## src/rtl/dmem_write_buffer_if.sv

```systemverilog
// Bus between the MEM stage and the data-memory write buffer.
//   memwrite  : store request, sampled at clk rise
//   dataadr   : byte address for load/store
//   writedata : store data
//   readdata  : combinational load data
//   stall     : store cannot be accepted this cycle
//   busy      : buffer non-empty or a drain is in flight
//   count     : buffer occupancy
// master = core side, slave = memory side.
interface dmem_write_buffer_if #(
  parameter int DEPTH = 4
);
  localparam int CW = $clog2(DEPTH) + 1;

  logic          memwrite;
  logic [31:0]   dataadr;
  logic [31:0]   writedata;
  logic [31:0]   readdata;
  logic          stall;
  logic          busy;
  logic [CW-1:0] count;

  modport master (
    output memwrite, dataadr, writedata,
    input  readdata, stall, busy, count
  );

  modport slave (
    input  memwrite, dataadr, writedata,
    output readdata, stall, busy, count
  );
endinterface

```

## src/rtl/dmem_write_buffer.sv

```systemverilog
// Data-memory responder for the MEM stage. Stores go into a FIFO write
// buffer and are drained into a word-addressed RAM by a two-state FSM
// (IDLE/WRITE) that spends WRLAT cycles per commit. Loads read the RAM
// combinationally, with the youngest matching buffered store forwarded.
// Ports:
//   clk   : rising-edge clock
//   reset : asynchronous active-high reset (buffer/FSM only, RAM untouched)
//   bus   : slave side of dmem_write_buffer_if
module dmem_write_buffer #(
  parameter int DEPTH    = 4,
  parameter int MEMWORDS = 64,
  parameter int WRLAT    = 2
) (
  input logic                 clk,
  input logic                 reset,
  dmem_write_buffer_if.slave  bus
);
  localparam int PW = $clog2(DEPTH);
  localparam int CW = PW + 1;
  localparam int IW = $clog2(MEMWORDS);
  localparam int LW = (WRLAT > 1) ? $clog2(WRLAT) : 1;

  typedef enum logic {IDLE, WRITE} state_t;

  state_t                      state_q, state_d;
  logic [PW-1:0]               head_q, head_d;
  logic [PW-1:0]               tail_q, tail_d;
  logic [CW-1:0]               count_q, count_d;
  logic [LW-1:0]               lat_q, lat_d;
  logic [IW-1:0]               wr_idx_q, wr_idx_d;
  logic [31:0]                 wr_data_q, wr_data_d;
  logic                        busy_q, busy_d;
  logic [DEPTH-1:0][IW-1:0]    ent_idx_q, ent_idx_d;
  logic [DEPTH-1:0][31:0]      ent_data_q, ent_data_d;

  logic [31:0] ram [MEMWORDS];

  logic [IW-1:0] idx;
  logic          full, push, pop;
  logic          fwd_hit;
  logic [31:0]   fwd_data;
  logic          unused_adr;

  // Address bits outside the word index carry no meaning here.
  assign unused_adr = ^{bus.dataadr[31:IW+2], bus.dataadr[1:0]};

  assign idx  = bus.dataadr[IW+1:2];
  assign full = (count_q == CW'(DEPTH));
  // Full buffer stalls even when the head pops this cycle.
  assign push = bus.memwrite & ~full;
  assign pop  = (state_q == WRITE) && (lat_q == '0);

  assign bus.stall = bus.memwrite & full;
  assign bus.busy  = busy_q;
  assign bus.count = count_q;

  // Forwarding: walk valid slots oldest to youngest so the last hit wins.
  always_comb begin
    logic [PW-1:0] slot;
    slot     = '0;
    fwd_hit  = 1'b0;
    fwd_data = '0;
    for (int i = 0; i < DEPTH; i++) begin
      slot = head_q + PW'(i);
      if ((CW'(i) < count_q) && (ent_idx_q[slot] == idx)) begin
        fwd_hit  = 1'b1;
        fwd_data = ent_data_q[slot];
      end
    end
  end

  assign bus.readdata = fwd_hit ? fwd_data : ram[idx];

  always_comb begin
    state_d    = state_q;
    head_d     = head_q;
    tail_d     = tail_q;
    count_d    = count_q;
    lat_d      = lat_q;
    wr_idx_d   = wr_idx_q;
    wr_data_d  = wr_data_q;
    ent_idx_d  = ent_idx_q;
    ent_data_d = ent_data_q;

    if (push) begin
      ent_idx_d[tail_q]  = idx;
      ent_data_d[tail_q] = bus.writedata;
      tail_d             = tail_q + PW'(1);
    end

    case (state_q)
      IDLE: begin
        if (count_q != '0) begin
          state_d   = WRITE;
          lat_d     = LW'(WRLAT - 1);
          wr_idx_d  = ent_idx_q[head_q];
          wr_data_d = ent_data_q[head_q];
        end
      end
      WRITE: begin
        if (lat_q == '0) begin
          state_d = IDLE;
          head_d  = head_q + PW'(1);
        end else begin
          lat_d = lat_q - LW'(1);
        end
      end
      default: state_d = IDLE;
    endcase

    case ({push, pop})
      2'b10:   count_d = count_q + CW'(1);
      2'b01:   count_d = count_q - CW'(1);
      default: count_d = count_q;
    endcase

    busy_d = (count_d != '0) | (state_d == WRITE);
  end

  always_ff @(posedge clk or posedge reset) begin
    if (reset) begin
      state_q    <= IDLE;
      head_q     <= '0;
      tail_q     <= '0;
      count_q    <= '0;
      lat_q      <= '0;
      wr_idx_q   <= '0;
      wr_data_q  <= '0;
      busy_q     <= 1'b0;
      ent_idx_q  <= '0;
      ent_data_q <= '0;
    end else begin
      state_q    <= state_d;
      head_q     <= head_d;
      tail_q     <= tail_d;
      count_q    <= count_d;
      lat_q      <= lat_d;
      wr_idx_q   <= wr_idx_d;
      wr_data_q  <= wr_data_d;
      busy_q     <= busy_d;
      ent_idx_q  <= ent_idx_d;
      ent_data_q <= ent_data_d;
    end
  end

  // RAM keeps its contents across reset; pop is low while reset holds the
  // FSM in IDLE, so an interrupted drain never lands.
  always_ff @(posedge clk) begin
    if (pop) ram[wr_idx_q] <= wr_data_q;
  end
endmodule

```

## src/flat_wrapper.sv

```systemverilog
// flat-port wrapper written by rule: the top's interface ports become plain ports
module dmem_write_buffer_flat 
#(
  parameter int DEPTH    = 4,
  parameter int MEMWORDS = 64,
  parameter int WRLAT    = 2
)
  (clk, reset, bus_memwrite, bus_dataadr, bus_writedata, bus_readdata, bus_stall, bus_busy, bus_count);
  dmem_write_buffer_if #(.DEPTH(DEPTH)) bus_i ();
  input logic clk;
  input logic reset;
  input wire logic [$bits(bus_i.memwrite)-1:0] bus_memwrite;
  input wire logic [$bits(bus_i.dataadr)-1:0] bus_dataadr;
  input wire logic [$bits(bus_i.writedata)-1:0] bus_writedata;
  output wire logic [$bits(bus_i.readdata)-1:0] bus_readdata;
  output wire logic [$bits(bus_i.stall)-1:0] bus_stall;
  output wire logic [$bits(bus_i.busy)-1:0] bus_busy;
  output wire logic [$bits(bus_i.count)-1:0] bus_count;
  assign bus_i.memwrite = bus_memwrite;
  assign bus_i.dataadr = bus_dataadr;
  assign bus_i.writedata = bus_writedata;
  assign bus_readdata = bus_i.readdata;
  assign bus_stall = bus_i.stall;
  assign bus_busy = bus_i.busy;
  assign bus_count = bus_i.count;
  dmem_write_buffer #(.DEPTH(DEPTH), .MEMWORDS(MEMWORDS), .WRLAT(WRLAT)) u_core (.clk(clk), .reset(reset), .bus(bus_i));
endmodule
```

## config.mk

```make
export PLATFORM = sky130hd
export DESIGN_NAME = dmem_write_buffer_flat
export DESIGN_NICKNAME = d
export VERILOG_FILES = /design/src/rtl/dmem_write_buffer_if.sv /design/src/rtl/dmem_write_buffer.sv /design/src/flat_wrapper.sv
export SDC_FILE = /design/constraint.sdc
export NUM_CORES = 2
export LEC_CHECK = 0
export ABC_AREA = 1
export CAP_MARGIN = 20
export CORE_ASPECT_RATIO = 0.5
export CORE_MARGIN = 8
export CORE_UTILIZATION = 40
export DETAILED_ROUTE_END_ITERATION = 6
export PLACE_DENSITY = 0.68
export SLEW_MARGIN = 20
export SYNTH_ARGS = -nofsm -noshare
export SYNTH_HDL_FRONTEND = slang
export SYNTH_SLANG_ARGS = --single-unit
export TNS_END_PERCENT = 50
```

## constraint.sdc

```tcl
create_clock -name clk -period 6.9 [get_ports clk]
set_input_delay 1.035 -clock clk [delete_from_list [all_inputs] [get_ports clk]]
set_output_delay 1.035 -clock clk [all_outputs]
set_load 0.01 [all_outputs]
```

; ---- Word-level counts from Yosys, hierarchy flattened
; Memory sizes are Yosys's and may differ from the RTL's.
; Cells that the tools add are included.
[totals]
register_bits = 200
elab_cells = 98
memories = 1
input_bits = 67
out_inout_bits = 37
mem_bits_rw = 2048
[memory_table]
columns = name, depth, word_bits, read_ports, rd_ports_with_merged_regs, wr, line_no
row1 = u_core.ram, 64, 32, 1, 0, 1, dmem_write_buffer.sv:36  ; logic [31:0] ram [MEMWORDS];
[classes]
mux = 40
addsub = 7
n_bitwise = 6
n_lt_le_gt_ge = 10
n_eq_ne = 8
n_reduce_logical = 10
[ops]
columns = cell, n
row1 = 2-to-1 mux 32 bit, 10
row2 = binary-select mux 32 bit (select 2 bit), 4
row3 = bitwise mux 128 bit, 1
row4 = demux 32 bit (select 2 bit), 1
row5 = binary-select mux 6 bit (select 2 bit), 4
row6 = 2-to-1 mux 6 bit, 5
row7 = bitwise mux 24 bit, 1
row8 = equality test 6 bit, 4
row9 = "less-than comparator 2 x 3 -> 1 bit, second input constant", 5
row10 = demux 6 bit (select 2 bit), 1
row11 = 2-to-1 mux 1 bit, 10
row12 = logical AND 1 bit, 6
row13 = "less-than comparator 1 x 3 -> 1 bit, first input constant", 2
row14 = "less-than comparator 2 x 3 -> 1 bit, first input constant", 2
row15 = case mux 3 bit (2 select lines), 1
row16 = nonzero test 3 bit, 2
row17 = "adder 2 x 1 -> 2 bit, second input constant", 2
row18 = "adder 2 bit, second input constant", 2
row19 = case mux 1 bit (2 select lines), 2
row20 = AND reduction 2 bit, 2
row21 = "adder 3 x 1 -> 3 bit, second input constant", 1
row22 = "equality test 3 bit, second input constant", 1
row23 = NOT 1 bit, 3
row24 = "subtractor 3 x 1 -> 3 bit, second input constant", 1
row25 = 7 further kinds, 8

; ---- Depth between registers and ports, before layout
[logic_depth]
depth_word = 9
ltp_mapped = 17
depth_no_buf = 15

; ---- Least setup slack after synthesis
; No wires, ideal clock.
[synth_timing]
path_type = input port to output port
start = input port bus_dataadr[4]
end = output port bus_readdata[24]
n_path_buf = 4
path_slack_ps = 3338
path_stages = 11
arrival_ps = 2527
cell_sequence = buf_2 -> inv_1 -> buf_2 -> buf_2 -> buf_1 -> nand3_1 -> a21oi_1 -> o21ai_0 -> o21ai_0 -> nand3_1 -> nand3_1
[synth_via]
elab_chain_len = 7
word_cells_on_any_way = 18
cone_classes = 4 x eq/ne / 9 x mux / 4 x reduce/logical / 1 x memory
[synth_rtl]
columns = element, line_no
row1 = start: declaration, flat_wrapper.sv:13  ; input wire logic [$bits(bus_i.dataadr)-1:0] bus_dataadr;
row2 = equality test 6 bit, dmem_write_buffer.sv:65  ; if ((CW'(i) < count_q) && (ent_idx_q[slot] == idx)) begin
row3 = logical AND 1 bit, dmem_write_buffer.sv:65
row4 = 2-to-1 mux 32 bit / 2-to-1 mux 1 bit (equally long branches) (4 in a row), dmem_write_buffer.sv:65
row5 = 2-to-1 mux 32 bit *, dmem_write_buffer.sv:72  ; assign bus.readdata = fwd_hit ? fwd_data : ram[idx];
row6 = end: declaration, flat_wrapper.sv:15  ; output wire logic [$bits(bus_i.readdata)-1:0] bus_readdata;
; Mark *: on every way between the ends. The rest lies on a longest branch, timed or not.

; ---- Worst setup path in the final report
[layout_timing]
start = register u_core.head_q[0]
end = output port bus_readdata[21]
[layout_via]
elab_chain_len = 9
word_cells_on_any_way = 36
cone_classes = 3 x add/sub / 4 x eq/ne / 25 x mux / 4 x reduce/logical
[layout_rtl]
columns = element, line_no
row1 = start: declaration, dmem_write_buffer.sv:26  ; logic [PW-1:0] head_q, head_d;
row2 = start signal: assignment, dmem_write_buffer.sv:123  ; head_q <= '0;
row3 = start signal: assignment, dmem_write_buffer.sv:134  ; head_q <= head_d;
row4 = adder 2 x 1 -> 2 bit / binary-select mux 6 bit (select 2 bit) (equally long branches), "dmem_write_buffer.sv:64, dmem_write_buffer.sv:65"
row5 = binary-select mux 6 bit (select 2 bit) / 2-to-1 mux 6 bit (equally long branches), dmem_write_buffer.sv:65
row6 = 2-to-1 mux 6 bit (not written as such) / equality test 6 bit (equally long branches), dmem_write_buffer.sv:65
row7 = equality test 6 bit / logical AND 1 bit (equally long branches), dmem_write_buffer.sv:65
row8 = logical AND 1 bit (tied with other cells), dmem_write_buffer.sv:65
row9 = 2-to-1 mux 32 bit / 2-to-1 mux 1 bit (equally long branches) (3 in a row), dmem_write_buffer.sv:65
row10 = 2-to-1 mux 32 bit *, dmem_write_buffer.sv:72
; Mark *: on every way between the ends. The rest lies on a longest branch, timed or not. The select of a mux whose other input is x is not followed.

==> impl_metrics.toml <==
[drt]
wl_met1_um = 108100
drc = 0
wire_per_inst_um = 22.61
drt-initial-drc-count = 9391
final_antenna_net_count = 0
firstDrtPassIters = 7
drt-total-wl_um = 270100
dr_wl_met3_um = 31490
wl_met2_um = 119800
top_layer = "met5"
vias = 66478
via_per_inst = 5.564

[synth]
seq_area_frac_synth_pct = 70.20
synth_seq_cells = 2248
ys_warn_count = 0
ys_types = 30
synth_top_area_cell = "edfxtp_1"
syn-instance-count = 8741
synth_area_um2 = 94740
syn_avg_cell_area_um2 = 10.84
synth_top_area_share_pct = 64.92
synthesis.nets = 8818
synthTopCellsByArea = "edfxtp_1 (65%), nand2_1 (12%), nand3_1 (9.7%)"

[critical_path]
crit_required_ps = 5860
r2r-end = "u_core.ram[57][25]"
path_max_fanout = 60
start_kind = "flop"
cp.arrival_ps = 5520
cp-end-kind = "output port"
r2r_start = "u_core.state_q"
path_class = "flop to output port"
r2r_slack_ps = 3420
reg2reg_depth = 6

[power_and_ir_drop]
p_int_mw = 25.00
p_comb_share_pct = 20.5
p_per_area_nw_per_um2 = 346.9
power.static_leakage_nw = 38.88
peakVddDrop_v = 0.0002730
pwr-share-clk_pct = 29.7
seqPwrFrac_pct = 49.8
p_sw_mw = 11.69
power.share.switching_pct = 31.87

[sta]
clock_skew_ps = 40.06
timing.fmax_mhz = 152.5
setup_violations = 0
tightest_slew_ps = 1062
min_period_ps = 6559
hold_viol_final = 0
maxSlewHeadroom_pct = 28.87
finalCritPeriodShare_pct = 95.05
finalSetupTns_ps = 0
layout_setup_ws_ps = 341.4
rsz0062_at_grt = "false"
drv_slew = 0

[global_route]
grt_use_total_pct = 20.41
grt_max_degree = 140
grt_pass1_wl_um = 396500
antenna_found_initial = 11
grt_remaining_overflow = 0
grt_pass1_vias = 61022

[cts]
cts_sinks = 2248
post_cts_buffers = 0
insertion_delay_ps = 850
tritoncts = "yes"
ctsRootBufferMaster = "clkbuf_16"
ctsResizeCount = 0
cts_hold_buf = 0
cts_htree_levels = 4
ctsLongestPathBuffers = 3
clk_pin_slew_worst_paths_ps = 60
cts_buffers = 204

[floorplan]
dieArea_um2 = 253600
io_pins = 104
start_util_pct = 40.20
die_height_um = 360.1
coreArea_um2 = 235700
fp-row-count = 126
die_w_um = 704.3

[outcome]
status = "complete, no violations"

[cells_and_area]
final_nets = 8719
layout_commonest_cell = "nand2_1"
area_growth_pct = 11.67
num-fill-cells = 21022
layout_common_cells = "nand2_1 (2950), edfxtp_1 (2048), nand3_1 (1845)"
utilization_pct = 44.89
fin_area_um2 = 105800
drive_above_1_share_pct = 6.867

[worst_hold_path]
hold_end = "u_core.ent_data_q[108]"
hp-class = "flop to flop"
hp-start = "u_core.ent_data_q[108]"
hold_depth = 2

[place]
dp_slack_ps = 1088
portBuffers = 77
dpl.hpwl_um = 143500
place_area_um2 = 99480
place.gp.congestion = 0.8650

[flow_run]
max_cap_viol_count = 0
==> stage by stage <==
stage | total power [mW] | std cells | hold WS, ps
4_1_cts | 36.63 | 11946 | 488.5
2_1_floorplan | 22.65 | 8741 | 453.0
3_3_place_gp | 25.66 | 11572 | 467.1
3_5_place_dp | 25.87 | 11572 | 472.8
6_report | 36.69 | 11947 | 485.2
5_1_grt | 38.11 | 11946 | 503.5
==> logic make-up (layout without fill, tap and decap cells) <==
family	count (synthesis)	count (layout)	share of synthesized area [%]
compound gates	687	687	3.780
other cells	0	1	0
buf+inv	851	920	3.769
flops	2248	2248	70.20
simple gates	4941	4941	22.08
fa+ha+maj	10	10	0.1321
xor+xnor	4	4	0.03698
==> power groups by stage <==
| stage | logic [mW] | clock network, mW | registers [mW] |
|---|---|---|---|
| after floorplan | 3.95 | 0 | 18.7 |
| after global placement | 7.19 | 0 | 18.5 |
| after detailed placement | 7.36 | 0 | 18.5 |
| after CTS | 7.38 | 11.0 | 18.2 |
| after global routing | 8.19 | 11.6 | 18.4 |
| final | 7.51 | 10.9 | 18.3 |
==> sequential cells by signal (all words and copies together) (netlist names) <==
register and flops:
u_core.bus.busy 1, u_core.bus.count 3, u_core.ent_data_q 128, u_core.ent_idx_q 24, u_core.head_q 2, u_core.lat_q 1, u_core.ram 2048, u_core.state_q 1
u_core.tail_q 2, u_core.wr_data_q 32, u_core.wr_idx_q 6
==> worst max-delay path by stage <==
stage | endpoint | cells past startpoint | startpoint | slack [ps]
global route | bus_readdata[21] | 13 | u_core.head_q[0] | 140
floorplan | u_core.bus.busy | 1 | reset | 410
finish | bus_readdata[21] | 14 | u_core.head_q[0] | 340
CTS | bus_readdata[21] | 15 | u_core.head_q[0] | 450
detailed placement | bus_readdata[21] | 10 | bus_dataadr[6] | 1090
global placement | bus_readdata[21] | 10 | bus_dataadr[6] | 1080
==> Yosys cell counts <==
library cell,n
nor3_1,2
nor2_1,121
nor2_2,2
dfrtp_1,200
buf_6,8
o21bai_1,1
nand3_1,1845
clkbuf_1,265
inv_2,5
o31ai_1,5
and2_1,2
o211ai_1,41
nand2_1,2954
a41oi_1,1
buf_2,232
inv_1,255
xor2_1,4
ha_1,10
nand3b_1,1
clkinv_1,3
nand2_2,2
a21oi_1,120
o21ai_1,28
o22ai_1,17
buf_4,7
buf_1,76
edfxtp_1,2048
nor2_4,3
o21ai_0,474
nand4_1,9
==> critical path, stage by stage (launching register included) <==
cell	delay [ps]
dfrtp_4	700
inv_2	460
nand2_1	120
nand2_2	610
nand2_1	80
and2_1	200
o21ai_1	120
nor2_1	50
nand2_1	100
nor2_4	50
buf_4	260
inv_2	640
nand3_1	380
nand3_1	250
clkdlybuf4s50_1	590
==> metal layers <==
layer | GRT usage, % | up-vias
li1 | - | 30170
met4 | 8.005 | 2
met1 | 28.38 | 32209
met3 | 4.526 | 468
met2 | 31.19 | 3629
met5 | 0 | -
==> cell type report <==
class	count	area [um^2]	share of cell area, %
clock buffers	257	5368	5.074
repair buffers	283	2814	2.660
inverters	263	1023	0.9674
multi-input cells	5642	25170	23.79
clock inverters	117	939.7	0.8882
flip-flops and latches	2248	66550	62.91
diodes	1	2.502	0.002365
well taps	3136	3924	3.709
(Power assumes the default switching activity.)
